<file path="src/rtl/serial_pattern_gen.sv">
// Serial stimulus source for a single-bit sequence detector: shifts a latched
// pattern out MSB first with optional repetitions and idle gaps, and counts z hits.
module serial_pattern_gen #(
  parameter int WIDTH = 8,
  parameter int LEN_W = 4,
  parameter int REP_W = 4,
  parameter int GAP   = 0,
  parameter int HIT_W = 8
) (
  input  logic             clk_i,
  input  logic             reset_i,
  input  logic             start_i,
  input  logic [WIDTH-1:0] pattern_i,
  input  logic [LEN_W-1:0] len_i,
  input  logic [REP_W-1:0] repeat_i,
  input  logic             z_i,
  output logic             w_o,
  output logic             w_valid_o,
  output logic             busy_o,
  output logic             done_o,
  output logic [HIT_W-1:0] hit_count_o
);

  localparam int GAP_W = (GAP < 2) ? 1 : $clog2(GAP);

  typedef enum logic [1:0] {
    S_IDLE,
    S_SHIFT,
    S_GAP,
    S_DONE
  } state_t;

  state_t           state_q;
  logic [WIDTH-1:0] pat_q;
  logic [WIDTH-1:0] shreg_q;
  logic [LEN_W-1:0] len_q;
  logic [LEN_W-1:0] cnt_q;
  logic [REP_W-1:0] rep_q;
  logic [GAP_W-1:0] gap_q;
  logic             w_q;
  logic             w_valid_q;
  logic             busy_q;
  logic             done_q;
  logic [HIT_W-1:0] hit_q;

  logic [LEN_W-1:0] eff_len_d;
  logic [WIDTH-1:0] aligned_d;
  logic [HIT_W-1:0] hit_d;

  // The pattern is left-aligned on acceptance so the first bit is always the MSB.
  always_comb begin
    eff_len_d = (len_i > LEN_W'(WIDTH)) ? LEN_W'(WIDTH) : len_i;
    aligned_d = pattern_i << (LEN_W'(WIDTH) - eff_len_d);
    hit_d     = hit_q;
    if (busy_q && z_i && (hit_q != '1)) begin
      hit_d = hit_q + 1'b1;
    end
  end

  always_ff @(posedge clk_i) begin
    if (reset_i) begin
      state_q   <= S_IDLE;
      pat_q     <= '0;
      shreg_q   <= '0;
      len_q     <= '0;
      cnt_q     <= '0;
      rep_q     <= '0;
      gap_q     <= '0;
      w_q       <= 1'b0;
      w_valid_q <= 1'b0;
      busy_q    <= 1'b0;
      done_q    <= 1'b0;
      hit_q     <= '0;
    end else begin
      hit_q <= hit_d;
      case (state_q)
        S_IDLE: begin
          if (start_i) begin
            hit_q <= '0;
            if ((eff_len_d != '0) && (repeat_i != '0)) begin
              state_q   <= S_SHIFT;
              pat_q     <= aligned_d;
              shreg_q   <= aligned_d << 1;
              w_q       <= aligned_d[WIDTH-1];
              w_valid_q <= 1'b1;
              busy_q    <= 1'b1;
              len_q     <= eff_len_d;
              cnt_q     <= eff_len_d - 1'b1;
              rep_q     <= repeat_i;
            end else begin
              state_q <= S_DONE;
              done_q  <= 1'b1;
            end
          end
        end
        S_SHIFT: begin
          if (cnt_q != '0) begin
            w_q     <= shreg_q[WIDTH-1];
            shreg_q <= shreg_q << 1;
            cnt_q   <= cnt_q - 1'b1;
          end else if (rep_q != REP_W'(1)) begin
            rep_q <= rep_q - 1'b1;
            if (GAP > 0) begin
              state_q   <= S_GAP;
              gap_q     <= GAP_W'(GAP - 1);
              w_q       <= 1'b0;
              w_valid_q <= 1'b0;
            end else begin
              w_q     <= pat_q[WIDTH-1];
              shreg_q <= pat_q << 1;
              cnt_q   <= len_q - 1'b1;
            end
          end else begin
            state_q   <= S_DONE;
            w_q       <= 1'b0;
            w_valid_q <= 1'b0;
            busy_q    <= 1'b0;
            done_q    <= 1'b1;
          end
        end
        S_GAP: begin
          if (gap_q != '0) begin
            gap_q <= gap_q - 1'b1;
          end else begin
            state_q   <= S_SHIFT;
            w_q       <= pat_q[WIDTH-1];
            w_valid_q <= 1'b1;
            shreg_q   <= pat_q << 1;
            cnt_q     <= len_q - 1'b1;
          end
        end
        S_DONE: begin
          state_q <= S_IDLE;
          done_q  <= 1'b0;
        end
        default: begin
          state_q <= S_IDLE;
        end
      endcase
    end
  end

  assign w_o         = w_q;
  assign w_valid_o   = w_valid_q;
  assign busy_o      = busy_q;
  assign done_o      = done_q;
  assign hit_count_o = hit_q;

endmodule

</file>
<file path="config.mk">
export PLATFORM = sky130hd
export DESIGN_NAME = serial_pattern_gen
export DESIGN_NICKNAME = d
export VERILOG_FILES = /design/src/rtl/serial_pattern_gen.sv
export SDC_FILE = /design/constraint.sdc
export NUM_CORES = 1
export LEC_CHECK = 0
export ABC_AREA = 1
export CORE_ASPECT_RATIO = 0.75
export CORE_MARGIN = 4
export CORE_UTILIZATION = 51
export CTS_CLUSTER_DIAMETER = 150
export DETAILED_ROUTE_END_ITERATION = 16
export GPL_TIMING_DRIVEN = 0
export PLACE_DENSITY_LB_ADDON = 0.15
export SETUP_SLACK_MARGIN = 0.05
export SLEW_MARGIN = 10
export SYNTH_ARGS = -nofsm -noshare
export SYNTH_HDL_FRONTEND = slang
export SYNTH_SLANG_ARGS = --single-unit
export TNS_END_PERCENT = 50
</file>
<file path="constraint.sdc">
create_clock -name clk_i -period 2.2 [get_ports clk_i]
set_input_delay 0.44 -clock clk_i [delete_from_list [all_inputs] [get_ports clk_i]]
set_output_delay 0.44 -clock clk_i [all_outputs]
set_load 0.05 [all_outputs]
</file>
==> results.py <==
metrics = {
    "timing": {
        "max_freq_mhz": 487,
        "tightest_slew_ns": 0.612,
        "slew_viol_final": 0,
        "slew_headroom_pct": 59.2,
        "setup_viol": 0,
        "rsz0062_at_grt": "true",
        "setup_slack_ns": 0.145,
        "finalHoldViolCount": 0,
        "period_share_pct": 93.4,
        "finClkSkew_ns": 0.00627,
        "period_minus_slack_ns": 2.06,
    },
    "floorplanning": {
        "start_util_pct": 54.3,
        "fp.dieW_um": 92.5,
        "core_region_area_sq_mm": 0.00504,
        "ios": 32,
        "num_rows": 22,
        "die_h_um": 71.4,
        "dieArea_sq_mm": 0.00661,
    },
    "worst_setup_path": {
        "critPathCaptureType": "flop",
        "crit_fanout": 10,
        "start_kind": "input port",
        "critPathTopFamily": "simple AND/OR/NAND/NOR gates",
        "crit_chain": "clkdlybuf4s15_1, nor2_4, nand2_2, nand2_4, nand2_4, buf_12, ha_4, nand3_4, nand2_4, nor2_4, inv_2, nor2_4, buf_2, o21ai_0, a21oi_1",
        "rr_worst_depth": 8,
        "slowest_stage": "clkdlybuf4s15_1",
        "cp_num_buf_inv": 4,
        "arrival_ns": 2.28,
        "cp.depth": 15,
        "criticalPathCategory": "input port to flop",
        "cp_slowest_stage_delay_ns": 0.21,
        "cp.required_ns": 2.42,
    },
    "layout": {
        "area_delta_synth_final_pct": 22.4,
        "num_antenna_cells": 0,
        "final_nets": 477,
        "seqCellArea_sq_um": 821,
        "nFillCells": 471,
        "final_cells": 517,
        "drive_above_1_share_pct": 14.6,
        "multi_input_area_sq_mm": 0.00164,
    },
    "cts": {
        "clkSinkCount": 41,
        "root_buffer": "clkbuf_8",
        "insertion_delay_ns": 0.29,
        "cts_buffer_depth": 2,
        "cts_tree": "built",
        "cts_buffers": 5,
        "path_clk_slew_ns": 0.08,
        "ctsHtreeMaxLevel": 2,
    },
    "synth": {
        "ys.warnings.count": 0,
        "synth_top_area_cell": "dfxtp_1",
        "synthesis.instances": 395,
        "synth_cell_types": 38,
        "synth_area_leaders": "dfxtp_1 30%, nand2_1 10%, nand3_1 8.8%",
        "ys_top_cells_by_count": "73 x nand2_1, 51 x inv_1, 48 x nand3_1",
        "ys_ff_latch": 41,
        "synth_edf_count": 0,
        "syn-num-nets": 428,
        "ys_seq_area_share_pct": 30.0,
        "netlist.area_leader.share_pct": 30.0,
        "syn_area_sq_mm": 0.00273,
        "synthArstFlopShare_pct": 0,
        "synth.most_common_cell": "nand2_1",
        "syn_avg_cell_area_sq_um": 6.92,
        "yosys_most_used_dff": "dfxtp_1",
    },
    "route": {
        "vias_per_cell": 5.28,
        "wl_um": 6900,
        "route.detailed.drc": 0,
        "num_vias": 2732,
        "antenna_left": 0,
        "wl_per_cell_um": 13.3,
        "dr.pass1.iters": 4,
        "drt_iter0_markers": 146,
    },
    "pwr": {
        "peakVddDrop_mv": 0.618,
        "fin_total_pwr_uw": 4250,
        "p_comb_share_pct": 61.7,
        "cellPowerDensity_mw_per_mm2": 1270,
        "p_int_uw": 2170,
        "clockPowerShare_pct": 11.5,
        "leakagePower_uw": 0.00147,
        "power_frac_seq_pct": 26.8,
        "swShare_pct": 49.0,
        "power_switching_uw": 2090,
    },
    "placement": {
        "dp_hpwl_um": 5160,
        "place_congestion": 0.879,
        "portBuffers": 30,
        "pre_cts_slack_ns": -0.631,
        "placed_cells": 497,
    },
    "global_route": {
        "grt_usage_pct": 21.4,
        "antenna_found_initial": 0,
        "grt-ovfl-total": 0,
        "grt_max_degree": 14,
        "grt_pass1_wl_um": 11600,
        "grt_pass1_vias": 2497,
    },
    "hold_path": {
        "hp-class": "flop to flop",
        "hold_path_depth": 2,
    },
    "run_status": {
        "outcome": "finished clean",
    },
    "job": {
        "cap_violations": 0,
    },
}
## metal layers
layer	up-vias	global-route usage, %	part of all wire (%)
li1	1399	-	-
met1	1245	31.1	47
met2	81	31.7	44
met3	7	5.56	8.1
met4	0	5.11	0.74
met5	-	0	0
## worst paths after layout
check	slack (ns)	startpoint	to
setup reg to reg	0.20	state_q[0]$_SDFFE_PP0P_	w_o$_SDFFE_PP0P_
setup / recovery	0.14	len_i[1]	pat_q[4]$_SDFFE_PP0P_
hold / removal	0.47	done_o$_SDFFE_PP0P_	done_o$_SDFFE_PP0P_
hold reg to reg	0.47	done_o$_SDFFE_PP0P_	done_o$_SDFFE_PP0P_
## stage by stage
step / utilization, % / instance area [sq um] / hold WS, ns / setup TNS [ns]
after detailed placement: 62.1 / 3130 / 0.459 / -14.86
final: 66.4 / 3350 / 0.475 / 0
after floorplan: - / 2740 / 0.444 / 0
after global placement: 62.1 / 3130 / 0.456 / -13.45
after CTS: 64.9 / 3270 / 0.471 / 0
after global routing: 66.4 / 3350 / 0.509 / 0
## power groups by stage
stage	Clock [uW]	Sequential [uW]	Combinational, uW
after global placement	0	1150	2380
after CTS	506	1140	2530
after global routing	536	1170	2940
final	488	1140	2620
after floorplan	0	1290	1690
after detailed placement	0	1150	2430
## layout by cell type (no fill, tap or decap), types with 5 or more instances in the layout
| master | synthesis | final |
|---|---|---|
| o21ai_0 | 40 | 38 |
| a21oi_1 | 32 | 31 |
| nor2_1 | 21 | 21 |
| clkdlybuf4s50_1 | 0 | 27 |
| buf_4 | 2 | 12 |
| inv_1 | 51 | 50 |
| nand3_1 | 48 | 48 |
| inv_2 | 6 | 6 |
| nand2_1 | 73 | 73 |
| o211ai_1 | 5 | 5 |
| dfxtp_1 | 41 | 41 |
| ha_1 | 13 | 12 |
| o21ai_1 | 5 | 7 |
| nand2_4 | 5 | 5 |
| clkbuf_8 | 0 | 5 |
## final cells by class
type	instances	area share [%]
plain buffers	12	2.92
clock buffers	5	2.06
clock inverters	3	0.523
inverters	59	6.73
multi-input cells	283	49.0
flip-flops and latches	41	24.5
well taps	72	2.69
repair buffers	42	11.5
## worst reg2reg max path, delay by kind of cell, from the launching register on
| kind | cells | cell delay (ns) |
|---|---|---|
| and+or+nand+nor | 2 | 0.36 |
| AOI/OAI and AO/OA | 3 | 0.40 |
| buffers and inverters | 2 | 0.48 |
| adders and majority gates | 1 | 0.29 |
| DFF | 1 | 0.39 |
## repair_timing
item                       CTS  global route
setup endpoints to repair   31            12
pin swaps                    4             5
resized for setup            8            12
buffers inserted             6             5
hold buffers                 0             0
cloned                       0             1
## flip-flops by register name, summed over array words and instances (netlist names)
register     cells
w_o              1
busy_o           1
done_o           1
hit_count_o      8
w_valid_o        1
cnt_q            4
rep_q            4
pat_q            8
len_q            4
state_q          2
shreg_q          7
## cell families after synthesis
family | Yosys count | share of synthesized area (%)
buffers and inverters | 71 | 11.0
adders and majority gates | 13 | 5.95
and+or+nand+nor | 170 | 31.3
DFF | 41 | 30.0
AOI/OAI and AO/OA | 93 | 18.9
xor gates and xnor gates | 7 | 2.93
No activity file was read; power rests on OpenSTA's default activity.
==> variant: new RTL, same flow settings <==
Add an input register stage for `start_i`, `pattern_i`, `len_i`, `repeat_i` and `z_i`; this delays them by one clock.
--- a/src/rtl/serial_pattern_gen.sv
+++ b/src/rtl/serial_pattern_gen.sv
@@ -30,6 +30,20 @@
     S_DONE
   } state_t;
 
+  logic start_q;
+  logic [WIDTH-1:0] pattern_q;
+  logic [LEN_W-1:0] len_r;
+  logic [REP_W-1:0] repeat_q;
+  logic z_q;
+
+  always_ff @(posedge clk_i) begin
+    start_q   <= start_i;
+    pattern_q <= pattern_i;
+    len_r     <= len_i;
+    repeat_q  <= repeat_i;
+    z_q       <= z_i;
+  end
+
   state_t           state_q;
   logic [WIDTH-1:0] pat_q;
   logic [WIDTH-1:0] shreg_q;
@@ -49,10 +63,10 @@
 
   // The pattern is left-aligned on acceptance so the first bit is always the MSB.
   always_comb begin
-    eff_len_d = (len_i > LEN_W'(WIDTH)) ? LEN_W'(WIDTH) : len_i;
-    aligned_d = pattern_i << (LEN_W'(WIDTH) - eff_len_d);
+    eff_len_d = (len_r > LEN_W'(WIDTH)) ? LEN_W'(WIDTH) : len_r;
+    aligned_d = pattern_q << (LEN_W'(WIDTH) - eff_len_d);
     hit_d     = hit_q;
-    if (busy_q && z_i && (hit_q != '1)) begin
+    if (busy_q && z_q && (hit_q != '1)) begin
       hit_d = hit_q + 1'b1;
     end
   end
@@ -75,9 +89,9 @@
       hit_q <= hit_d;
       case (state_q)
         S_IDLE: begin
-          if (start_i) begin
+          if (start_q) begin
             hit_q <= '0;
-            if ((eff_len_d != '0) && (repeat_i != '0)) begin
+            if ((eff_len_d != '0) && (repeat_q != '0)) begin
               state_q   <= S_SHIFT;
               pat_q     <= aligned_d;
               shreg_q   <= aligned_d << 1;
@@ -86,7 +100,7 @@
               busy_q    <= 1'b1;
               len_q     <= eff_len_d;
               cnt_q     <= eff_len_d - 1'b1;
-              rep_q     <= repeat_i;
+              rep_q     <= repeat_q;
             end else begin
               state_q <= S_DONE;
               done_q  <= 1'b1;
Behaviour: not the same (a bounded check fails within 4 cycles, from zero or initial values and one cycle with reset_i high).
==> variant against the original RTL <==
- setup slack better by 0.0031 ns
- highest routed layer unchanged
- total power up 11%
- sequential cell count up 18
- cell area up 15%
- critical endpoint is now shreg_q[6]
- routed wire length up 1.4%
- via count up 4.9%
- synthesized area up 12%
==> variant: results (changes against the original RTL) <==
- Critical Path Max Stage Delay: 0.31 ns (was 0.21 ns)
- Max VDD drop: 0.0007927 V (was 0.0006179 V)
- Post-synth top cells: nand2_1, dfxtp_1, inv_1 (was nand2_1, inv_1, nand3_1)
- Startpoint types: register (was input pin)
- # port buffers: 31 (was 30)
- Reg-to-reg slack, setup: 0.15 ns (was 0.20 ns)
- Slowest cell on the critical path: dfxtp_1 (was clkdlybuf4s15_1)
- First-pass GRT wire length: 11830 um (was 11590 um)
- Worst hold endpoint: hit_count_o[7] (was done_o)
- Worst-Margin Slew: 0.5573 ns (was 0.6118 ns)
- Routed wire length: 6990 um (was 6895 um)
- Worst Hold Launch: start_q (was done_o)
- Fill count: 524 (was 471)
- Worst clock skew: 0.005974 ns (was 0.006268 ns)
- Number of global-route vias before repair: 2511 (was 2497)
- Antenna diode count: 0 (unchanged)
- Top delay family on crit path: simple AND/OR/NAND/NOR gates (unchanged)
- Hpwl dp: 5097 um (was 5158 um)
- Net count, final: 497 (was 477)
- Combinational power: 2.19 mW (was 2.62 mW)
- 1st-iter DRT viols: 192 (was 146)
- WHS Path Cells: 1 (was 2)
- GPL Wtd Cong: 0.7958 (was 0.8793)
- Total Routing Usage GR: 0.2013 (was 0.2141)
- Clock buffer count from CTS: 9 (was 5)
- Clk_lat worst skew: 0.33 ns (was 0.29 ns)
- Share of cells above drive strength 1: 0.1684 (was 0.1461)
- Power in sequential cells: 1.47 mW (was 1.14 mW)
- Syn_nets: 440 (was 428)
- Peak fanout along the critical path: 7 (was 10)
- Ys async rst share: 0 (unchanged)
- H-tree lvl count: 3 (was 2)
- RR Endpoint: shreg_q[6] (was w_o)
- R2R Path Start: len_r[0] (was state_q[0])
- Largest net degree at the start of global routing: 11 (was 14)
- Worst Setup EP: shreg_q[6] (was pat_q[4])
- Fin Hold WS: 0.4739 ns (was 0.4750 ns)
- Total number of vias: 2866 (was 2732)
- Initial antenna violation count: 0 (unchanged)
- Top post-synthesis cells by area: dfxtp_1, nand2_1, o21ai_0 (was dfxtp_1, nand2_1, nand3_1)
- Leak: 1.662 nW (was 1.467 nW)
- Distinct cells, synth: 41 (was 38)
- NetSw: 1.967 mW (was 2.085 mW)
- Status: complete, no violations (unchanged)
- Seq/Total Area, Yosys: 0.3851 (was 0.3002)
-- variant: cell type report --
| cell class | instances | area [um^2] | area share |
|---|---|---|---|
| multi-input combinational | 278 | 1629 | 0.4226 |
| sequential | 59 | 1181 | 0.3064 |
| timing repair buffer | 46 | 427.9 | 0.1110 |
| inverter | 58 | 224.0 | 0.05810 |
| clock buffer | 11 | 131.4 | 0.03408 |
| tap | 78 | 97.59 | 0.02532 |
| buffer | 12 | 86.33 | 0.02240 |
| clock inverter | 5 | 77.57 | 0.02012 |
-- variant: through the flow --
step | TNS (ns) | worst slack [ns] | cell area [um^2] | power (mW) | cells
floorplan | 0 | 0.1806 | 3067 | 2.987 | 407
global placement | -2.342 | -0.1696 | 3475 | 3.452 | 516
detailed placement | -2.528 | -0.1650 | 3475 | 3.487 | 516
CTS | 0 | 0.05140 | 3751 | 4.630 | 538
global route | 0 | 0.03793 | 3855 | 5.070 | 547
finish | 0 | 0.1476 | 3855 | 4.718 | 547
-- variant: cells by family after synthesis --
group | count (synthesis) | share of synthesized area
AO/OA/AOI/OAI | 95 | 0.1746
XOR/XNOR | 7 | 0.02612
adder cells (fa/ha/maj) | 13 | 0.05304
buffers and inverters | 70 | 0.09873
flip-flops | 59 | 0.3851
AND/OR/NAND/NOR | 163 | 0.2623
-- variant: metal layers --
metal | routed length, um | global-route usage | vias up
met5 | 0 | 0 | -
met3 | 420 | 0.04537 | 6
met4 | 79 | 0.05991 | 0
met1 | 3588 | 0.2890 | 1325
met2 | 2900 | 0.3052 | 78
li1 | - | - | 1457
-- variant: repair_timing --
item	CTS	global route
pin swaps	2	3
setup buffers	5	9
endpoints found under the hold margin	0	0
setup endpoints to repair	30	30
gates resized for setup	6	16
cloned	1	0
